[config.mk]
export PLATFORM = sky130hd
export DESIGN_NAME = fetch_queue
export DESIGN_NICKNAME = d
export VERILOG_FILES = /design/src/rtl/fetch_pkg.sv /design/src/rtl/sync_fifo.sv /design/src/rtl/fetch_queue.sv
export SDC_FILE = /design/constraint.sdc
export NUM_CORES = 1
export LEC_CHECK = 0
export ABC_CLOCK_PERIOD_IN_PS = 3900
export CAP_MARGIN = 20
export CORE_ASPECT_RATIO = 2
export CORE_MARGIN = 2
export CORE_UTILIZATION = 58
export DETAILED_ROUTE_END_ITERATION = 7
export PLACE_DENSITY = 0.88
export SLEW_MARGIN = 20
export SYNTH_ARGS = -nofsm -noshare
export SYNTH_HDL_FRONTEND = slang
export SYNTH_SLANG_ARGS = --single-unit
[constraint.sdc]
create_clock -name clk -period 3.9 [get_ports clk]
set_input_delay 0.78 -clock clk [delete_from_list [all_inputs] [get_ports clk]]
set_output_delay 0.78 -clock clk [all_outputs]
set_load 0.02 [all_outputs]
[src/rtl/fetch_pkg.sv]
// rtl/fetch_pkg.sv - default parameters and helper function for the fetch queue
// Contents: DEF_* parameter defaults shared by fetch_queue and sync_fifo,
//           clog2() used to size 0..N counters as clog2(N+1).
package fetch_pkg;

    localparam int DEF_ADDR_W   = 16;
    localparam int DEF_INSTR_W  = 16;
    localparam int DEF_DEPTH    = 4;
    localparam int DEF_RESET_PC = 0;
    localparam int DEF_PC_INC   = 2;

    // Smallest r with 2**r >= n; a counter holding 0..N needs clog2(N+1) bits.
    function automatic int clog2(input int n);
        int r;
        r = 0;
        for (int i = 0; i < 31; i++) begin
            if ((1 << i) < n) begin
                r = i + 1;
            end
        end
        return r;
    endfunction

endpackage

[src/rtl/sync_fifo.sv]
// rtl/sync_fifo.sv - synchronous FIFO with flush, used for instructions and address tags
// Ports: clk, rst_n (async active-low), i_flush (drops all entries),
//        i_push/i_push_data (write), i_pop (read advance),
//        o_data (head entry), o_count (occupancy 0..DEPTH).
module sync_fifo
    import fetch_pkg::*;
#(
    parameter int WIDTH = 8,
    parameter int DEPTH = 4,
    parameter int CW    = clog2(DEPTH + 1)
) (
    input  logic             clk,
    input  logic             rst_n,
    input  logic             i_flush,
    input  logic             i_push,
    input  logic [WIDTH-1:0] i_push_data,
    input  logic             i_pop,
    output logic [WIDTH-1:0] o_data,
    output logic [CW-1:0]    o_count
);

    localparam int PW = clog2(DEPTH);

    logic [WIDTH-1:0] r_mem [DEPTH];
    logic [PW-1:0]    r_wr_ptr;
    logic [PW-1:0]    r_rd_ptr;
    logic [CW-1:0]    r_count;
    logic             w_do_push;
    logic             w_do_pop;

    // A push into a full FIFO is only accepted when a pop frees a slot in the same cycle.
    assign w_do_pop  = i_pop & (r_count != '0);
    assign w_do_push = i_push & ((r_count != CW'(DEPTH)) | w_do_pop);

    always_ff @(posedge clk or negedge rst_n) begin
        if (!rst_n) begin
            r_wr_ptr <= '0;
            r_rd_ptr <= '0;
            r_count  <= '0;
            for (int i = 0; i < DEPTH; i++) begin
                r_mem[i] <= '0;
            end
        end else if (i_flush) begin
            r_wr_ptr <= '0;
            r_rd_ptr <= '0;
            r_count  <= '0;
        end else begin
            if (w_do_push) begin
                r_mem[r_wr_ptr] <= i_push_data;
                r_wr_ptr        <= r_wr_ptr + PW'(1);
            end
            if (w_do_pop) begin
                r_rd_ptr <= r_rd_ptr + PW'(1);
            end
            case ({w_do_push, w_do_pop})
                2'b10:   r_count <= r_count + CW'(1);
                2'b01:   r_count <= r_count - CW'(1);
                default: r_count <= r_count;
            endcase
        end
    end

    assign o_data  = r_mem[r_rd_ptr];
    assign o_count = r_count;

endmodule

[src/rtl/fetch_queue.sv]
// rtl/fetch_queue.sv - instruction prefetch queue with credit-limited requests and redirect flush
// Ports: clk, rst_n (async active-low); halt, redirect_valid/redirect_pc (control);
//        imem_req_valid/imem_req_addr/imem_req_ready (fetch request);
//        imem_rsp_valid/imem_rsp_data (in-order response);
//        out_valid/out_instr/out_pc2/out_ready (decode side); halted, err (status).
module fetch_queue
    import fetch_pkg::*;
#(
    parameter int ADDR_W   = DEF_ADDR_W,
    parameter int INSTR_W  = DEF_INSTR_W,
    parameter int DEPTH    = DEF_DEPTH,
    parameter int RESET_PC = DEF_RESET_PC,
    parameter int PC_INC   = DEF_PC_INC
) (
    input  logic               clk,
    input  logic               rst_n,
    input  logic               halt,
    input  logic               redirect_valid,
    input  logic [ADDR_W-1:0]  redirect_pc,
    output logic               imem_req_valid,
    output logic [ADDR_W-1:0]  imem_req_addr,
    input  logic               imem_req_ready,
    input  logic               imem_rsp_valid,
    input  logic [INSTR_W-1:0] imem_rsp_data,
    output logic               out_valid,
    output logic [INSTR_W-1:0] out_instr,
    output logic [ADDR_W-1:0]  out_pc2,
    input  logic               out_ready,
    output logic               halted,
    output logic               err
);

    localparam int CW = clog2(DEPTH + 1);

    logic [ADDR_W-1:0]         r_fetch_pc;
    logic [CW-1:0]             r_outstanding;
    logic [CW-1:0]             r_discard;
    logic                      r_err;

    logic [ADDR_W-1:0]         w_pc_next;
    logic [CW:0]               w_inflight;
    logic                      w_req_valid;
    logic                      w_req_fire;
    logic                      w_rsp_match;
    logic                      w_rsp_keep;
    logic                      w_rsp_drop;
    logic                      w_pop;
    logic [CW-1:0]             w_q_count;
    logic [CW-1:0]             w_tag_count;
    logic [ADDR_W-1:0]         w_tag_head;
    logic [INSTR_W+ADDR_W-1:0] w_q_head;

    assign w_pc_next = r_fetch_pc + ADDR_W'(PC_INC);

    // Every outstanding request owns a queue slot, so responses can never overflow the queue.
    assign w_inflight  = {1'b0, r_outstanding} + {1'b0, w_q_count};
    assign w_req_valid = rst_n & !halt & !redirect_valid & (w_inflight < (CW+1)'(DEPTH));
    assign w_req_fire  = w_req_valid & imem_req_ready;

    // A response with nothing outstanding is spurious: flagged, never counted or queued.
    assign w_rsp_match = imem_rsp_valid & (r_outstanding != '0);
    assign w_rsp_drop  = w_rsp_match & (r_discard != '0);
    assign w_rsp_keep  = w_rsp_match & (r_discard == '0) & !redirect_valid & (w_tag_count != '0);

    assign out_valid = (w_q_count != '0) & !redirect_valid;
    assign w_pop     = out_valid & out_ready;

    always_ff @(posedge clk or negedge rst_n) begin
        if (!rst_n) begin
            r_fetch_pc    <= ADDR_W'(RESET_PC);
            r_outstanding <= '0;
            r_discard     <= '0;
            r_err         <= 1'b0;
        end else begin
            if (redirect_valid) begin
                r_fetch_pc <= redirect_pc;
            end else if (w_req_fire) begin
                r_fetch_pc <= w_pc_next;
            end

            case ({w_req_fire, w_rsp_match})
                2'b10:   r_outstanding <= r_outstanding + CW'(1);
                2'b01:   r_outstanding <= r_outstanding - CW'(1);
                default: r_outstanding <= r_outstanding;
            endcase

            // Everything still in flight after this cycle belongs to the abandoned stream.
            if (redirect_valid) begin
                r_discard <= r_outstanding - CW'(w_rsp_match);
            end else if (w_rsp_drop) begin
                r_discard <= r_discard - CW'(1);
            end

            if (imem_rsp_valid && (r_outstanding == '0)) begin
                r_err <= 1'b1;
            end
        end
    end

    // Tag FIFO carries pc + PC_INC of each live request, popped by its response.
    sync_fifo #(
        .WIDTH (ADDR_W),
        .DEPTH (DEPTH)
    ) u_tag_fifo (
        .clk         (clk),
        .rst_n       (rst_n),
        .i_flush     (redirect_valid),
        .i_push      (w_req_fire),
        .i_push_data (w_pc_next),
        .i_pop       (w_rsp_keep),
        .o_data      (w_tag_head),
        .o_count     (w_tag_count)
    );

    sync_fifo #(
        .WIDTH (INSTR_W + ADDR_W),
        .DEPTH (DEPTH)
    ) u_instr_fifo (
        .clk         (clk),
        .rst_n       (rst_n),
        .i_flush     (redirect_valid),
        .i_push      (w_rsp_keep),
        .i_push_data ({imem_rsp_data, w_tag_head}),
        .i_pop       (w_pop),
        .o_data      (w_q_head),
        .o_count     (w_q_count)
    );

    assign imem_req_valid = w_req_valid;
    assign imem_req_addr  = r_fetch_pc;
    assign out_instr      = w_q_head[ADDR_W +: INSTR_W];
    assign out_pc2        = w_q_head[ADDR_W-1:0];
    assign halted         = rst_n & halt & (r_outstanding == '0);
    assign err            = r_err;

endmodule

== Word-level counts from Yosys, hierarchy flattened ==
Index checks and enable logic that the tools add are counted.
Cells by class
  bitwise operators: 24
  add/subtract/negate cells: 14
  muxes and demuxes: 29
  reduce and logical (&&, ||, !) cells: 22
  equality and inequality tests: 8
  order comparisons: 7
Operators with widths (number)
  bitwise mux 128 bit: 1
  2-to-1 mux 32 bit: 3
  2-to-1 mux 16 bit: 5
  binary-select mux 32 bit (select 2 bit): 1
  bitwise mux 64 bit: 1
  demux 32 bit (select 2 bit): 1
  binary-select mux 16 bit (select 2 bit): 1
  demux 16 bit (select 2 bit): 1
  case mux 3 bit (2 select lines): 3
  nonzero test 3 bit: 6
  bitwise AND 1 bit: 17
  adder 16 x 2 -> 16 bit, second input constant: 1
  2-to-1 mux 2 bit: 8
  nonzero test 2 bit: 7
  greater-or-equal comparator 3 bit, second input constant: 4
  2-to-1 mux 3 bit: 4
  inverter 2 -> 3 bit: 4
  subtractor 3 x 1 -> 3 bit, second input constant: 4
  adder 3 x 1 -> 3 bit, second input constant: 3
  adder 2 x 1 -> 2 bit, second input constant: 4
  equality test 2 x 1 -> 1 bit, second input constant: 3
  equality test 2 bit, second input constant: 3
  logical NOT 3 bit: 2
  less-than comparator 3 x 1 -> 1 bit, second input constant: 2
  other kinds (9): 15
Word-level totals
  bits in registers: 229
  output and inout port bits: 52
  word-level logic and storage cells: 122

== Logic depth before layout (Yosys ltp) ==
  word-level depth: 11
  mapped depth: 13
  depth with buffers taken out: 10

== Hierarchy ==
A second synthesis with hierarchy kept.
Unflattened totals
  cells, all modules: 764
  area, all modules: 11971.5 µm²
By module, submodules not included
  sync_fifo at u_instr_fifo: times used 1, cells each 375, area each 6760.2 µm²
  sync_fifo at u_tag_fifo: times used 1, cells each 219, area each 3601.0 µm²
  fetch_queue: times used 1, cells each 170, area each 1610.3 µm²

== Worst setup path after synthesis ==
No wires, ideal clock.
  kind: input -> register
  from: input port redirect_valid
  to: register r_outstanding[2]
  stages: 13
  arrival: 2907 ps
  required time: 3821 ps
  path slack: 913 ps
  path through: buf_6 -> nor4b_1 -> and4_1 -> clkbuf_1 -> inv_1 -> clkbuf_1 -> buf_1 -> ha_1 -> inv_1 -> fa_1 -> xor2_1 -> nor2_1 -> xor2_1
Between the ends
  cells in the longest elaborated chain, start to end: 6
  elaborated cells on any way between the ends: 8
Ends and longest elaborated chain
  start: declaration: RTL line fetch_queue.sv:18  | input logic redirect_valid,
  logical NOT 1 bit (*): RTL line fetch_queue.sv:57  | assign w_req_valid = rst_n & !halt & !redirect_valid & (w_inflight < (CW+1)'(DEPTH));
  bitwise AND 1 bit (*) (2 in a row): RTL line fetch_queue.sv:57
  bitwise AND 1 bit (*): RTL line fetch_queue.sv:58  | assign w_req_fire = w_req_valid & imem_req_ready;
  equality test 2 x 1 -> 1 bit or equality test 2 bit (tied branches): RTL line fetch_queue.sv:81  | case ({w_req_fire, w_rsp_match})
  case mux 3 bit (2 select lines) or nonzero test 2 bit (tied branches)
  end signal: assignment: RTL line fetch_queue.sv:82  | 2'b10: r_outstanding <= r_outstanding + CW'(1);
  end signal: assignment: RTL line fetch_queue.sv:83  | 2'b01: r_outstanding <= r_outstanding - CW'(1);
  end signal: assignment: RTL line fetch_queue.sv:84  | default: r_outstanding <= r_outstanding;
  end: declaration: RTL line fetch_queue.sv:36  | logic [CW-1:0] r_outstanding;
Every way passes the cells marked *; elsewhere a longest branch is shown, timed or not.
A chain may end at the register's enable or synchronous reset.

== Worst setup path after layout ==
  from: input port redirect_valid
  to: output port imem_req_valid
Between the ends
  cells in the longest elaborated chain, start to end: 3
Ends and longest elaborated chain
  logical NOT 1 bit: RTL line fetch_queue.sv:57
  bitwise AND 1 bit (2 in a row): RTL line fetch_queue.sv:57
  end: declaration: RTL line fetch_queue.sv:20  | output logic imem_req_valid,
Every way passes these cells.

==> summary by stage <==
Pwr
In this run the power spent charging and discharging nets is 0.001437 W. The total design power is 0.005561 W. Across the VDD grid, the largest voltage drop is 0.3197 mV. The fraction of power spent switching nets is 25.85%.

The clock network accounts for 35.5% of the total power. The static power due to leakage is 5.844 nW. The share of total power dissipated in sequential elements is 48.7%. The internal power of the cells totals 0.004123 W. Power spread over the standard cell area amounts to 450.4 mW/mm^2.

The part of the total power dissipated in combinational logic is 15.9%.

Place
The number of buffers inserted by port buffering is 90. The total placed instance area is 0.01168 sq mm. The half-perimeter wire length after detailed placement is 13.39 mm.

The last weighted congestion value of the routability-driven placer is 0.7606. Prior to clock tree synthesis, the placed netlist has a worst setup slack of 376.4 ps.

Yosys
The cell area after synthesis is 0.01067 sq mm. By area the synthesized netlist is led by sky130_fd_sc_hd__dfrtp_1 54%, sky130_fd_sc_hd__mux2_2 13%, sky130_fd_sc_hd__mux4_2 10%. The register bit total from synthesis is 229. Each instance of the synthesized netlist takes up on average 13.67 sq um. Yosys mapped a number of flops with a built-in enable equal to 0.

The gate count of the mapped netlist is 781. The synthesized design devotes to its leading area cell type 53.69% of total area. Summing the sequential cell areas from Yosys gives 53.69% of the chip area. The share of flip-flops with an asynchronous set or reset after synthesis is 100.0%.

The most common flop cell mapped by yosys is sky130_fd_sc_hd__dfrtp_1. Of all cell types, the one taking the most synthesized area is sky130_fd_sc_hd__dfrtp_1. The number of nets in the synthesized netlist is 839. During synthesis, Yosys emitted a total of 0 warnings. The count of cell types in the netlist is 45.

Worst setup path
The cell at the slowest stage of the critical path is sky130_fd_sc_hd__clkdlybuf4s50_1. Following the worst setup path forward leads to its endpoint at imem_req_valid. The critical path crosses 4 cells after its start point. The worst-case register-to-register setup slack is 970 ps.

The element type at the critical path start is an input port. The most critical setup path has its startpoint at redirect_valid. The gate family responsible for the most delay along the worst path is buffers and inverters. The arrival time reported for the critical path endpoint is 2410 ps. The cell count of the worst reg-to-reg path is 7. On the worst path, the slowest cell contributes a delay of 600 ps. The signal on the critical path passes through clkdlybuf4s50_1, nor4b_1, and3_1, clkdlybuf4s50_1. Along the worst path, the maximum fanout reaches 3. The startpoint of the most critical register-to-register path is r_discard[0]$_DFFE_PN0P_.

The sum of buffers and inverters on the critical path is 2. By startpoint and endpoint, the worst setup path is classified as input port to primary output. The required time at the endpoint of the critical path is 3120 ps. The type of destination of the critical path is a primary output. In this run the critical register-to-register path is captured at u_instr_fifo.r_mem[97]$_DFFE_PN0P_. The cell that appears most often on the critical path is sky130_fd_sc_hd__clkdlybuf4s50_1.

Layout
For this run, the post-layout net count is 917. The area growth from synthesis to final layout is 15.67%. The number of antenna diodes in the final layout is 0. In the final layout, the share of cells above drive strength 1 is 28.10%.

The footprint of the multi-input gates is 0.004599 sq mm. With fillers left out, the area of the finished cells amounts to 0.01235 sq mm. The layout has 1230 filler cells. The sequential cells in the finished layout cover a total of 0.005733 sq mm. The library cells used most frequently in the layout, excluding fill and tap cells, are 227 x sky130_fd_sc_hd__dfrtp_1, 126 x sky130_fd_sc_hd__mux2_2, 89 x sky130_fd_sc_hd__clkdlybuf4s50_1.

The library cell used most frequently in the layout, excluding fill and tap cells, is sky130_fd_sc_hd__dfrtp_1.

Worst hold path
The type of the worst min-delay path is input port to async pin.

GRT
The initial antenna violation count was 0. The first global-routing pass estimated 35.39 mm of wire. For this run the aggregate overflow at the end of global routing stands at 0.

The total global-route track usage is 22.42%. Entering global routing, the biggest net connects 171 pins. The number of global-route vias before repair is 7013.

CTS
The count of cells resized by post-cts repair is 0. The clock-pin slew on the worst setup and hold paths is 60 ps. CTS built an H-tree with a depth of 1.

The number of hold buffers added after CTS was 0. Clock tree synthesis selected as its root buffer the cell sky130_fd_sc_hd__clkbuf_16. The clock latency reported for the late side of the worst-skew pair is 490 ps. The post-CTS setup-driven buffer insertion count is 0. Clock tree synthesis inserted a total of 20 buffers. The maximum clock path buffer count is 3.

CTS saw 229 sinks. The clock tree from TritonCTS is done.

STA
The top achievable clock speed is 0.3137 GHz. The worst slew margin relative to its limit is 35.02%. The share of the clock period used by the worst path is 81.73%.

After layout, the worst setup slack is 712.4 ps. The post-route clock skew is 13.17 ps. Setup violations remaining at the end of the flow were counted as 0. The final count of hold timing violations is 0. The minimum clock period after layout is 3188 ps. The measured slew at the worst slew-check pin is 974.7 ps. The number of pins with negative max-slew slack in the final report is 0. In the final timing run, aggregate negative setup slack is 0 ps. Setup repair after global routing left no endpoint under its margin.

Die
For this design the top-level I/O count stands at 91. The die is 99.92 um wide. The initial cell density of the core is 58.87%. The area of the die is 0.01957 sq mm.

From bottom edge to top edge, the die measures 195.8 um. The number of rows created at floorplan is 70. The core region is 0.01813 sq mm.

Status
The run finished with clean final reports.

Routing
The first-pass iteration count of the detailed router is 4. In the final routed layout, each cell accounts on average for 19.01 um. The post-route DRC violation count is 0.

The number of DRC markers after the initial detailed-route iteration is 236. The number of vias per cell after detailed routing is 5.995. The detail route stage leaves a number of antenna-violating nets equal to 0. After detailed routing, the total wire length is 20.68 mm. The detailed router placed 6523 vias in this run.

Flow run
Across the run, the number of max-cap violations was 0.
## cell families after synthesis
kind of cell	after synthesis	synth area share [%]
flip-flops	229	53.69
XOR/XNOR	22	1.805
multiplexers	197	26.52
adder cells (fa/ha/maj)	19	2.438
AO/OA/AOI/OAI	96	5.604
AND/OR/NAND/NOR	156	6.729
buffers and inverters	62	3.212
## per-stage QoR
| step | hold slack, ps | util (%) | std cells |
|---|---|---|---|
| after floorplan | 444.6 | - | 781 |
| after global placement | 437.5 | 64.44 | 1053 |
| after detailed placement | 445.2 | 64.44 | 1053 |
| after CTS | 461.2 | 68.10 | 1088 |
| after global routing | 490.4 | 68.10 | 1088 |
| final | 437.0 | 68.10 | 1088 |
## cells in the mapped netlist, drive strengths merged (3+ instances only)
cell      n
dfrtp   229
mux2    146
nand2    84
o21ai    57
mux4     48
clkbuf   25
nor2     23
buf      21
ha       16
inv      16
nor3     15
nand3    13
xnor2    11
xor2     11
and3      9
a21oi     8
o221ai    7
o31ai     5
a21o      4
a221o     4
fa        3
mux2i     3
## power by group through the flow
stage	Combinational (W)	Sequential (W)	Clock, W
6_report	0.000882	0.00271	0.00197
5_1_grt	0.000987	0.00273	0.00209
4_1_cts	0.000894	0.00271	0.00201
3_5_place_dp	0.000885	0.00275	0
3_3_place_gp	0.000851	0.00273	0
2_1_floorplan	0.000535	0.00273	0
## registers in the layout, indices dropped and copies added, names as in the netlist
| signal | flops |
|---|---|
| u_instr_fifo.o_count | 3 |
| u_instr_fifo.r_mem | 128 |
| r_discard | 3 |
| u_tag_fifo.r_wr_ptr | 2 |
| r_outstanding | 3 |
| u_tag_fifo.r_rd_ptr | 2 |
| u_tag_fifo.r_mem | 64 |
| err | 1 |
| u_instr_fifo.r_rd_ptr | 2 |
| u_tag_fifo.o_count | 3 |
| u_instr_fifo.r_wr_ptr | 2 |
| imem_req_addr | 16 |
## routing by layer
| layer | global-route usage [%] | vias to the layer above | wire length (um) |
|---|---|---|---|
| li1 | - | 2984 | - |
| met1 | 28.37 | 3368 | 8131 |
| met2 | 39.74 | 130 | 11300 |
| met3 | 2.031 | 41 | 583 |
| met4 | 8.574 | 0 | 668 |
| met5 | 0 | - | 0 |
## how the worst min path moves through the flow
| stage | start | endpoint | slack [ps] | cells past startpoint |
|---|---|---|---|---|
| floorplan | u_tag_fifo.r_mem[17]$_DFFE_PN0P_ | u_tag_fifo.r_mem[17]$_DFFE_PN0P_ | 440 | 2 |
| global placement | err$_DFFE_PN0P_ | err$_DFFE_PN0P_ | 440 | 1 |
| detailed placement | err$_DFFE_PN0P_ | err$_DFFE_PN0P_ | 450 | 1 |
| CTS | rst_n | u_instr_fifo.r_mem[126]$_DFFE_PN0P_ | 460 | 2 |
| global route | u_tag_fifo.r_mem[7]$_DFFE_PN0P_ | u_tag_fifo.r_mem[7]$_DFFE_PN0P_ | 490 | 2 |
| finish | rst_n | imem_req_addr[0]$_DFFE_PN0P_ | 440 | 2 |
## layout make-up
cell class / count / area share (%)
sequential: 229 / 46.44
multi-input combinational: 490 / 37.26
timing repair buffer: 102 / 8.270
clock buffer: 34 / 5.300
tap: 216 / 2.189
inverter: 16 / 0.4865
clock inverter: 1 / 0.06081
Power figures use the tool's default switching activity.
